<file path="src/rtl/lcd_hex_formatter.sv">
// Periodically snapshots four 16-bit values and writes them as ASCII hex digits into the LCD char buffer.
// Optional build macro LCD_FMT_SKIP_UNCHANGED_EN: suppress writes whose char already matches readData.
module lcd_hex_formatter #(
  parameter int unsigned REFRESH_CYCLES = 2500000
) (
  input  logic        clk,
  input  logic        reset,
  input  logic [15:0] field0,
  input  logic [15:0] field1,
  input  logic [15:0] field2,
  input  logic [15:0] field3,
  input  logic        forceRefresh,
  input  logic [7:0]  readData,
  output logic        writeEnable,
  output logic [4:0]  location,
  output logic [7:0]  data,
  output logic        busy,
  output logic        scanDone
);

  localparam int unsigned CNT_W = $clog2(REFRESH_CYCLES);
  localparam logic [CNT_W-1:0] CNT_RELOAD = CNT_W'(REFRESH_CYCLES - 1);

  typedef enum logic [2:0] {
    S_IDLE, S_SNAP, S_PRESENT, S_COMMIT, S_DONE
  } state_e;

  state_e            state_q, state_d;
  logic [CNT_W-1:0]  cnt_q, cnt_d;
  logic              pending_q, pending_d;
  logic [3:0]        idx_q, idx_d;
  logic [3:0][15:0]  snap_q, snap_d;
  logic              we_q, we_d;
  logic [4:0]        loc_q, loc_d;
  logic [7:0]        data_q, data_d;
  logic              busy_q, busy_d;
  logic              done_q, done_d;

  logic              expire;
  logic              write_ok;
  logic [15:0]       sel_field;
  logic [3:0]        nib;
  logic [7:0]        ascii;

`ifdef LCD_FMT_SKIP_UNCHANGED_EN
  // readData shows the char at the location presented in the previous cycle
  assign write_ok = (readData != data_q);
`else
  logic unused_read_data;
  assign unused_read_data = ^readData;
  assign write_ok = 1'b1;
`endif

  // Digit 0 is the most significant nibble of the selected field
  always_comb begin
    sel_field = snap_q[idx_q[3:2]];
    case (idx_q[1:0])
      2'd0:    nib = sel_field[15:12];
      2'd1:    nib = sel_field[11:8];
      2'd2:    nib = sel_field[7:4];
      default: nib = sel_field[3:0];
    endcase
    ascii = (nib < 4'd10) ? (8'h30 + 8'(nib)) : (8'h37 + 8'(nib));
  end

  always_comb begin
    state_d   = state_q;
    pending_d = pending_q;
    idx_d     = idx_q;
    snap_d    = snap_q;
    we_d      = 1'b0;
    loc_d     = loc_q;
    data_d    = data_q;
    busy_d    = busy_q;
    done_d    = 1'b0;

    expire = (cnt_q == '0);
    cnt_d  = expire ? CNT_RELOAD : (cnt_q - CNT_W'(1));

    case (state_q)
      S_IDLE: begin
        busy_d = 1'b0;
        if (pending_q) begin
          pending_d = 1'b0;
          state_d   = S_SNAP;
        end
      end
      S_SNAP: begin
        snap_d  = {field3, field2, field1, field0};
        idx_d   = '0;
        busy_d  = 1'b1;
        state_d = S_PRESENT;
      end
      S_PRESENT: begin
        loc_d   = {idx_q[3:2], 1'b0, idx_q[1:0]};
        data_d  = ascii;
        state_d = S_COMMIT;
      end
      S_COMMIT: begin
        we_d    = write_ok;
        idx_d   = idx_q + 4'd1;
        state_d = (idx_q == 4'd15) ? S_DONE : S_PRESENT;
      end
      S_DONE: begin
        busy_d  = 1'b0;
        done_d  = 1'b1;
        state_d = S_IDLE;
      end
      default: state_d = S_IDLE;
    endcase

    // A request arriving while the current one is being consumed still queues one more scan
    if (expire || forceRefresh) pending_d = 1'b1;
  end

  always_ff @(posedge clk) begin
    if (reset) begin
      state_q   <= S_IDLE;
      cnt_q     <= CNT_RELOAD;
      pending_q <= 1'b1;
      idx_q     <= '0;
      snap_q    <= '0;
      we_q      <= 1'b0;
      loc_q     <= '0;
      data_q    <= '0;
      busy_q    <= 1'b0;
      done_q    <= 1'b0;
    end else begin
      state_q   <= state_d;
      cnt_q     <= cnt_d;
      pending_q <= pending_d;
      idx_q     <= idx_d;
      snap_q    <= snap_d;
      we_q      <= we_d;
      loc_q     <= loc_d;
      data_q    <= data_d;
      busy_q    <= busy_d;
      done_q    <= done_d;
    end
  end

  assign writeEnable = we_q;
  assign location    = loc_q;
  assign data        = data_q;
  assign busy        = busy_q;
  assign scanDone    = done_q;

endmodule

</file>
<file path="config.mk">
export PLATFORM = sky130hd
export DESIGN_NAME = lcd_hex_formatter
export DESIGN_NICKNAME = d
export VERILOG_FILES = /design/src/rtl/lcd_hex_formatter.sv
export SDC_FILE = /design/constraint.sdc
export NUM_CORES = 1
export LEC_CHECK = 0
export ABC_AREA = 1
export BUFFER_PORTS_ARGS = -buffer_cell sky130_fd_sc_hd__buf_2
export CORE_MARGIN = 2
export CORE_UTILIZATION = 50
export DETAILED_ROUTE_END_ITERATION = 8
export HOLD_SLACK_MARGIN = 0.02
export PLACE_DENSITY = 0.82
export SETUP_SLACK_MARGIN = 0.5
export SYNTH_ARGS = -nofsm -noshare
export SYNTH_HDL_FRONTEND = slang
export SYNTH_SLANG_ARGS = --single-unit
</file>
<file path="constraint.sdc">
create_clock -name clk -period 5.4 [get_ports clk]
set_clock_uncertainty 0.05 [all_clocks]
set_input_delay 0.54 -clock clk [delete_from_list [all_inputs] [get_ports clk]]
set_output_delay 0.54 -clock clk [all_outputs]
set_load 0.02 [all_outputs]
</file>
==> results of run 1 <==
## synthesized netlist by cell type
| cell | number | area [sq um] |
|---|---|---|
| o21a_1 | 1 | 7.51 |
| o31ai_1 | 1 | 7.51 |
| buf_2 | 8 | 40.0 |
| nand2_1 | 107 | 402 |
| nor2_2 | 2 | 12.5 |
| o21ai_1 | 5 | 25.0 |
| xnor2_1 | 2 | 17.5 |
| conb_1 | 1 | 3.75 |
| clkbuf_1 | 23 | 86.3 |
| ha_1 | 8 | 100 |
| or2_2 | 1 | 6.26 |
| nor4_1 | 1 | 6.26 |
| nor2_1 | 104 | 390 |
| o21ai_0 | 89 | 445 |
| nand2_2 | 2 | 12.5 |
| o211ai_2 | 1 | 12.5 |
| a221oi_1 | 1 | 8.76 |
| nor3_1 | 5 | 25.0 |
| a32o_1 | 1 | 10.0 |
| buf_6 | 1 | 11.3 |
| dfxtp_1 | 108 | 2160 |
| nand3_1 | 33 | 165 |
| nand4_1 | 2 | 12.5 |
| inv_2 | 4 | 15.0 |
| nand2b_1 | 1 | 6.26 |
| xor2_1 | 3 | 26.3 |
| o211ai_1 | 5 | 37.5 |
| buf_4 | 4 | 30.0 |
| inv_1 | 71 | 267 |
| a21oi_1 | 78 | 390 |
| o21bai_2 | 1 | 11.3 |
| or2_0 | 1 | 6.26 |
## cell families after synthesis
| kind of cell | after synthesis |
|---|---|
| AOI/OAI and AO/OA | 183 |
| other | 1 |
| xor gates and xnor gates | 5 |
| DFF | 108 |
| buffers and inverters | 111 |
| and+or+nand+nor | 259 |
| adders and majority gates | 8 |
## layout make-up
cell class	instances	area (sq um)	share of cell area [%]
clock inverter	6	72.6	1.35
tap	129	161	3.00
multi-input combinational	457	2150	40.0
timing repair buffer	83	423	7.86
sequential	108	2160	40.2
inverter	75	282	5.23
clock buffer	10	128	2.37
## layout by cell type, fill, tap and decap left out, types with 2 or more instances in the layout
master,count
nor3_1,5
inv_2,5
nand3_1,33
xor2_1,3
conb_1,2
inv_6,2
nand2_1,107
dfxtp_1,108
clkinv_4,2
buf_4,3
o21ai_0,89
buf_2,80
nor2_2,2
nand4_1,2
a21oi_1,78
ha_1,8
xnor2_1,2
nor2_1,104
o21ai_1,5
nand2_2,2
clkbuf_8,9
o211ai_1,5
inv_1,70
## metrics by stage
step | std cells | setup WS [ps]
after floorplan | 676 | 3570
after global placement | 852 | 2750
after detailed placement | 852 | 2680
after CTS | 868 | 2650
after global routing | 868 | 2250
final | 868 | 2590
## worst min path at each step
stage	to	cells past startpoint
3_3_place_gp	cnt_q[0]	1
4_1_cts	pending_q	3
5_1_grt	pending_q	3
3_5_place_dp	cnt_q[0]	1
2_1_floorplan	cnt_q[0]	1
6_report	pending_q	3
## critical path: stages, from the launching register on
cell     delay [ps]
dfxtp_1         370
inv_1            50
nor2_1          100
inv_1           120
nor2_2          710
inv_2           500
buf_4           430
o21ai_0         260
a21oi_1          60
## state kept, by name (all words and copies together), names as in the netlist
signal	count
state_q	3
busy	1
idx_q	4
cnt_q	22
data	7
snap_q	64
pending_q	1
scanDone	1
location	4
writeEnable	1
## layer usage
layer  up-vias  routed length, microns  track usage (%)  part of all wire [%]
li1       2288                       -                -                     -
met2       122                    5370             38.3                    48
met3        16                     648             4.14                   5.8
met5         -                       0                0                     0
met4         0                     199             8.73                   1.8
met1      2013                    4970             28.7                    44
## power breakdown
group	total, mW	internal [mW]	switching [mW]
clock network	0.502	0.220	0.282
registers	0.879	0.856	0.0230
logic	0.215	0.0745	0.140
==> impl_metrics.csv, run 1 <==
group,metric,value,unit
routing,via_per_inst,5.11,
synthesis,synth_area,0.00476,sq mm
synthesis,synth-compound-area-share,20.1,%
synthesis,synthXorXnorAreaFrac,0.920,%
routing,wl,11.2,mm
synthesis,yosysWarnings,0,
final_layout,fillers,838,
final_layout,layout-area-overhead-vs-synth,13.0,%
critical_path,end_kind,"flip-flop",
placement,port_buffers,80,
sta,setup_viol,0,
power,cellPowerDensity,297,mW/mm^2
sta,setup_tns,0,ps
status,status,"completed",
critical_path,setup.worst_path.end,"snap_q[36]",
floorplanning,core,0.00924,sq mm
floorplanning,die_h,102,microns
cts,clockRootBuffer,"clkbuf_8",
min_path,min_path_type,"primary input to flip-flop",
synthesis,syn_inst,675,
sta,fin_hold_ws,304,ps
routing,wl_per_cell,12.9,microns
critical_path,startpoint,"state_q[0]",
global_route,grt_pass1_vias,4169,
critical_path,regToRegSetupSlack,2590,ps
power,p_leak,2.38,nW
routing,first_iter_violations,255,
floorplanning,die_x,102,microns
critical_path,required,5600,ps
floorplanning,rows,35,
final_layout,drive_above_1_share,14.9,%
critical_path,cp.arrival,3010,ps
global_route,gr-usage-all-layers,22.6,%
cts,clk_path_buf_depth,2,
cts,cts.hold.buffers_added,0,
floorplanning,ios,91,
critical_path,crit_fanout,57,
synthesis,synth_cell_types,32,
critical_path,reg2reg_from,"state_q[0]",
global_route,antenna_found_initial,0,
sta,finalHoldViolations,0,
critical_path,cp-start-kind,"flip-flop",
global_route,grt_max_degree,75,
routing,vias,4439,
floorplanning,initial_core_util,51.5,%
routing,dr.pass1.iters,5,
job,drv_cap,0,
power,total_power,1.60,mW
final_layout,postLayoutCellArea,0.00538,sq mm
placement,place_congestion,0.857,
cts,h-tree-depth,3,
cts,cts_num_sinks,108,
synthesis,yosys.area_share.adder,2.10,%
power,peakVddDrop,0.126,mV
placement,hpwl,7.75,mm
cts,post-cts-setup-buffers,0,
synthesis,synth_area_per_cell,7.05,sq um
sta,clock.fmax,355,MHz
critical_path,r2r_cells,8,
sta,finalCritPeriodShare,52.1,%
routing,route.detailed.drc,0,
cts,cts_tree,"done",
cts,cts-resized-gates,0,
critical_path,worstReg2RegEnd,"snap_q[36]",
sta,rsz0062_at_grt,"false",
sta,maxSlewHeadroom,39.8,%
global_route,overflow,0,
final_layout,antenna_cells,0,
synthesis,synth.ff_latch_count,108,
final_layout,fin_nets,817,
global_route,grt_pass1_wl,18.7,mm
sta,finalCriticalPeriod,2810,ps
cts,clock_latency,380,ps
synthesis,synth_mux_area_share,0,%
synthesis,synth_seq_area_share,45.4,%
cts,path_clk_slew,110,ps
placement,place_area,0.00518,sq mm
sta,worst_pin_slew,902,ps
cts,numCtsBuffers,9,
sta,drv_slew,0,
routing,postRouteAntennaNets,0,
synthesis,synth_top_family_by_area,"simple AND/OR/NAND/NOR gates",
critical_path,worst-setup-path-type,"flip-flop to flip-flop",
min_path,min_from,"forceRefresh",
floorplanning,dieArea,0.0103,sq mm
synthesis,synthSimpleGateAreaFrac,22.0,%
final_layout,post-route-util,58.2,%
Note: power is estimated with default switching activity, not from simulation.
==> run 2, diff against run 1 <==
==> constraint.sdc (replaced) <==
create_clock -name clk -period 2.7 [get_ports clk]
set_clock_uncertainty 0.05 [all_clocks]
set_input_delay 0.27 -clock clk [delete_from_list [all_inputs] [get_ports clk]]
set_output_delay 0.27 -clock clk [all_outputs]
set_load 0.02 [all_outputs]
==> run 2 against run 1 <==
Utilization grew 0.91 points. Sequential power up 100%. Flip-flop and latch count unchanged. Sequential share of layout area shrank 0.59 points. Die area is the same. Highest routed layer unchanged.
==> impl_metrics.csv, run 2 (synthesis gave the netlist of run 1 again) <==
group,metric,value,unit
min_path,holdPathEnd,"pending_q",
critical_path,reg2reg_from,"idx_q[1]",
routing,first_iter_violations,332,
critical_path,cp_num_buf_inv,2,
status,status,"completed",
cts,numCtsBuffers,9,
routing,route.detailed.drc,0,
sta,finalCriticalPeriod,2020,ps
critical_path,crit_fanout,5,
routing,vias,4503,
min_path,min_from,"forceRefresh",
final_layout,final_cell_mix,"107 x nand2_1, 107 x dfxtp_1, 104 x nor2_1",
critical_path,required,2920,ps
min_path,hold_depth,3,
final_layout,post_layout_nonfiller_instances,874,
sta,worst_pin_slew,580,ps
routing,dr.pass1.iters,5,
sta,clock.fmax,496,MHz
min_path,min_path_type,"primary input to flip-flop",
sta,finalCritPeriodShare,74.6,%
cts,clk_path_buf_depth,2,
final_layout,regMostFlops,"snap_q",
cts,clockRootBuffer,"clkbuf_8",
floorplanning,die_h,102,microns
floorplanning,dieArea,0.0103,sq mm
global_route,antenna_found_initial,0,
floorplanning,ios,91,
sta,setup_tns,0,ps
sta,drv_slew,0,
sta,setup_viol,0,
placement,dp_cells,858,
critical_path,slowest_delay,420,ps
sta,finalHoldViolations,0,
placement,place_congestion,0.885,
critical_path,worstReg2RegEnd,"data[2]",
critical_path,regToRegSetupSlack,680,ps
cts,cts.hold.buffers_added,0,
critical_path,cp-start-kind,"flip-flop",
final_layout,largest_register_ffs,64,
placement,hpwl,8.07,mm
floorplanning,initial_core_util,51.5,%
final_layout,drive_above_1_share,16.0,%
power,peakVddDrop,0.292,mV
global_route,gr-usage-all-layers,23.2,%
job,drv_cap,0,
critical_path,crit_family,"simple AND/OR/NAND/NOR gates",
global_route,grt_pass1_wl,19.1,mm
critical_path,worst-setup-path-type,"flip-flop to flip-flop",
power,cellPowerDensity,593,mW/mm^2
routing,postRouteAntennaNets,0,
critical_path,end_kind,"flip-flop",
critical_path,cp.arrival,2230,ps
final_layout,antenna_cells,0,
power,p_leak,2.43,nW
routing,wl,11.5,mm
cts,post-cts-setup-buffers,0,
cts,path_clk_slew,100,ps
routing,wl_per_cell,13.1,microns
sta,fin_hold_ws,38.4,ps
final_layout,fin_nets,823,
final_layout,layout-area-overhead-vs-synth,14.8,%
floorplanning,core,0.00924,sq mm
floorplanning,die_x,102,microns
global_route,overflow,0,
cts,clock_latency,380,ps
sta,maxSlewHeadroom,61.2,%
sta,rsz0062_at_grt,"false",
critical_path,cp_cell_sequence,"inv_1 > ha_1 > nand3_1 > nand2_1 > o21bai_2 > ha_1 > inv_1 > nand3_1 > nand4_1 > nand2_1 > a21oi_1",
critical_path,slowest_stage,"dfxtp_1",
placement,place_ws,527,ps
cts,cts_tree,"done",
global_route,grt_pass1_vias,4275,
global_route,grt_max_degree,75,
cts,cts_num_sinks,108,
final_layout,post-route-util,59.1,%
cts,h-tree-depth,3,
floorplanning,rows,35,
cts,cts-resized-gates,1,
critical_path,r2r_cells,11,
sta,finalWorstSetupSlack,685,ps
routing,via_per_inst,5.15,
placement,port_buffers,80,
run 2: how the worst max path moves through the flow:
stage | startpoint | end | slack (ps) | depth (start not counted)
6_report | idx_q[1] | data[2] | 680 | 11
5_1_grt | idx_q[2] | data[2] | 510 | 13
4_1_cts | idx_q[2] | data[2] | 510 | 13
3_5_place_dp | idx_q[2] | data[1] | 530 | 10
3_3_place_gp | idx_q[2] | data[1] | 610 | 10
2_1_floorplan | idx_q[2] | data[1] | 870 | 9
run 2: where the power goes:
part | switching [mW] | internal [mW]
logic | 0.290 | 0.158
clock network | 0.549 | 0.481
registers | 0.0481 | 1.71
run 2: layer usage:
metal	share of wire (%)	vias to the layer above	GRT usage [%]
met5	0	-	0
met4	1.3	0	6.76
met3	4.9	12	4.90
met2	48	127	39.7
met1	46	2062	29.5
li1	-	2302	-
run 2: final cells by class:
class                   instances  area (sq um)
flip-flops and latches        108          2160
inverters                      75           284
multi-input cells             457          2160
clock buffers                  11           151
clock inverters                 5          60.1
well taps                     129           161
repair buffers                 89           488
fillers                       846          3780
run 2: worst min-delay path: cells and delay by family:
| family | cells | cell delay, ps |
|---|---|---|
| buffers and inverters | 1 | 80 |
| AND/OR/NAND/NOR | 1 | 50 |
| AO/OA/AOI/OAI | 1 | 30 |
run 2: per-stage QoR:
stage               instance area [sq um]  power (mW)
global placement                     5240        2.22
floorplan                            4760        2.08
CTS                                  5450        3.25
detailed placement                   5240        2.23
global route                         5460        3.39
finish                               5460        3.24
==> run 3, diff against run 2 <==
==> constraint.sdc (replaced) <==
create_clock -name clk -period 2.01 [get_ports clk]
set_clock_uncertainty 0.05 [all_clocks]
set_input_delay 0.201 -clock clk [delete_from_list [all_inputs] [get_ports clk]]
set_output_delay 0.201 -clock clk [all_outputs]
set_load 0.02 [all_outputs]
==> run 3 against run 2 <==
Die area did not move. Critical path type unchanged. Fmax rose by 2.4%. Largest power group unchanged. Clock-buffer cell count rose by 2. Power rose by 36%.
==> impl_metrics.csv, run 3 (synthesis gave the netlist of run 1 again) <==
group,metric,value,unit
status,status,"completed",
power,p_leak,2.82,nW
routing,postRouteAntennaNets,0,
routing,route.detailed.drc,0,
final_layout,post-route-util,70.5,%
placement,port_buffers,80,
floorplanning,rows,35,
cts,numCtsBuffers,9,
global_route,grt_pass1_wl,20.9,mm
cts,h-tree-depth,3,
critical_path,required,2280,ps
sta,maxSlewHeadroom,66.7,%
final_layout,drive_above_1_share,31.1,%
cts,cts_tree,"done",
final_layout,largest_register_ffs,64,
sta,finalWorstSetupSlack,41.8,ps
power,peakVddDrop,0.421,mV
power,clockPowerShare,28.8,%
floorplanning,dieArea,0.0103,sq mm
final_layout,antenna_cells,0,
job,drv_cap,0,
final_layout,final_cell_mix,"98 x dfxtp_1, 96 x nand2_1, 81 x nor2_1",
final_layout,regMostFlops,"snap_q",
routing,wl_per_cell,17.0,microns
critical_path,crit_fanout,5,
sta,drv_slew,0,
cts,clock_latency,390,ps
routing,dr.pass1.iters,8,
routing,first_iter_violations,554,
routing,via_per_inst,5.64,
global_route,grt_max_degree,52,
floorplanning,core,0.00924,sq mm
critical_path,cp_cell_sequence,"buf_8 > buf_16 > nand2_1 > nand3_1 > nand3_1 > nand2_1 > o21bai_4 > ha_4 > or2_1 > a21oi_2",
placement,hpwl,8.12,mm
power,p_switching,1.27,mW
global_route,overflow,0,
sta,rsz0062_at_grt,"true",
sta,finalHoldViolations,0,
cts,path_clk_slew,90,ps
critical_path,worst-setup-path-type,"flip-flop to flip-flop",
placement,place_area,0.00531,sq mm
power,cellPowerDensity,678,mW/mm^2
power,pwr-share-comb,17.4,%
sta,finalCritPeriodShare,97.9,%
global_route,grt_pass1_vias,4653,
sta,finalCriticalPeriod,1970,ps
floorplanning,ios,91,
critical_path,slowest_delay,400,ps
final_layout,fin_nets,883,
critical_path,cp.arrival,2240,ps
min_path,min_path_type,"primary input to flip-flop",
global_route,antenna_found_initial,0,
final_layout,fillers,630,
final_layout,layout-area-overhead-vs-synth,36.9,%
power,swShare,28.8,%
cts,clk_path_buf_depth,2,
critical_path,slowest_stage,"dfxtp_4",
power,p_seq_share,53.8,%
cts,clockRootBuffer,"clkbuf_8",
final_layout,final_common_cell,"dfxtp_1",
cts,cts_num_sinks,108,
critical_path,cp-start-kind,"flip-flop",
floorplanning,initial_core_util,51.5,%
global_route,gr-usage-all-layers,25.4,%
critical_path,end_kind,"flip-flop",
sta,setup_viol,0,
placement,place_ws,125,ps
critical_path,regToRegSetupSlack,40,ps
floorplanning,die_h,102,microns
routing,wl,15.9,mm
power,internal_power,3.15,mW
placement,place_congestion,0.858,
routing,vias,5258,
final_layout,postLayoutCellArea,0.00651,sq mm
sta,worst_pin_slew,495,ps
floorplanning,die_x,102,microns
sta,clock.fmax,508,MHz
run 3: power by group through the flow:
stage / clock (mW) / sequential, mW / combinational, mW
after global routing: 1.33 / 2.39 / 0.844
after floorplan: 0 / 2.42 / 0.383
after CTS: 1.23 / 2.37 / 0.656
after global placement: 0 / 2.41 / 0.577
final: 1.27 / 2.38 / 0.767
after detailed placement: 0 / 2.41 / 0.597
run 3: metrics by stage:
stage	std cells	setup TNS (ps)	power [mW]	hold slack [ps]
6_report	932	0	4.42	1.95
5_1_grt	932	-72.0	4.56	18.1
4_1_cts	910	0	4.25	20.9
3_5_place_dp	863	0	3.01	342
3_3_place_gp	863	0	2.98	325
2_1_floorplan	676	0	2.80	235
run 3: routing by layer:
layer	vias to the layer above	share of wire [%]	track usage, %
met5	-	0	0
met4	0	5.5	9.77
met3	94	8.6	5.24
met2	346	49	44.4
met1	2389	37	30.6
li1	2429	-	-
run 3: area by class of cell:
type                            instances  area (sq um)  share of cell area (%)
Multi-Input combinational cell        457          2480                    38.0
Sequential cell                       108          2180                    33.5
Timing Repair Buffer                  149          1210                    18.6
Inverter                               75           312                    4.78
Clock buffer                           13           169                    2.59
Tap cell                              129           161                    2.48
Clock inverter                          1          7.51                   0.115
run 3: final timing paths:
check | from | endpoint | cells after the start
setup / recovery | idx_q[2] | data[1] | 10
hold / removal | field3[12] | snap_q[60] | 3
setup reg to reg | idx_q[2] | data[1] | 10
hold reg to reg | snap_q[55] | snap_q[55] | 2
run 3: what timing repair did:
action                                  4_1_cts  5_1_grt
endpoints found under the setup margin       78       84
gates cloned                                  4        4
endpoints found under the hold margin        12        0
pin swaps                                    18       36
hold buffers                                 12        0
setup buffers                                17       18
gates resized for setup                      68       98
run 3: critical path: cells and delay by family (launching register included):
family | cells | cell delay (ps)
simple gates | 5 | 620
flops | 1 | 400
compound gates | 2 | 300
fa+ha+maj | 1 | 230
buf+inv | 2 | 300
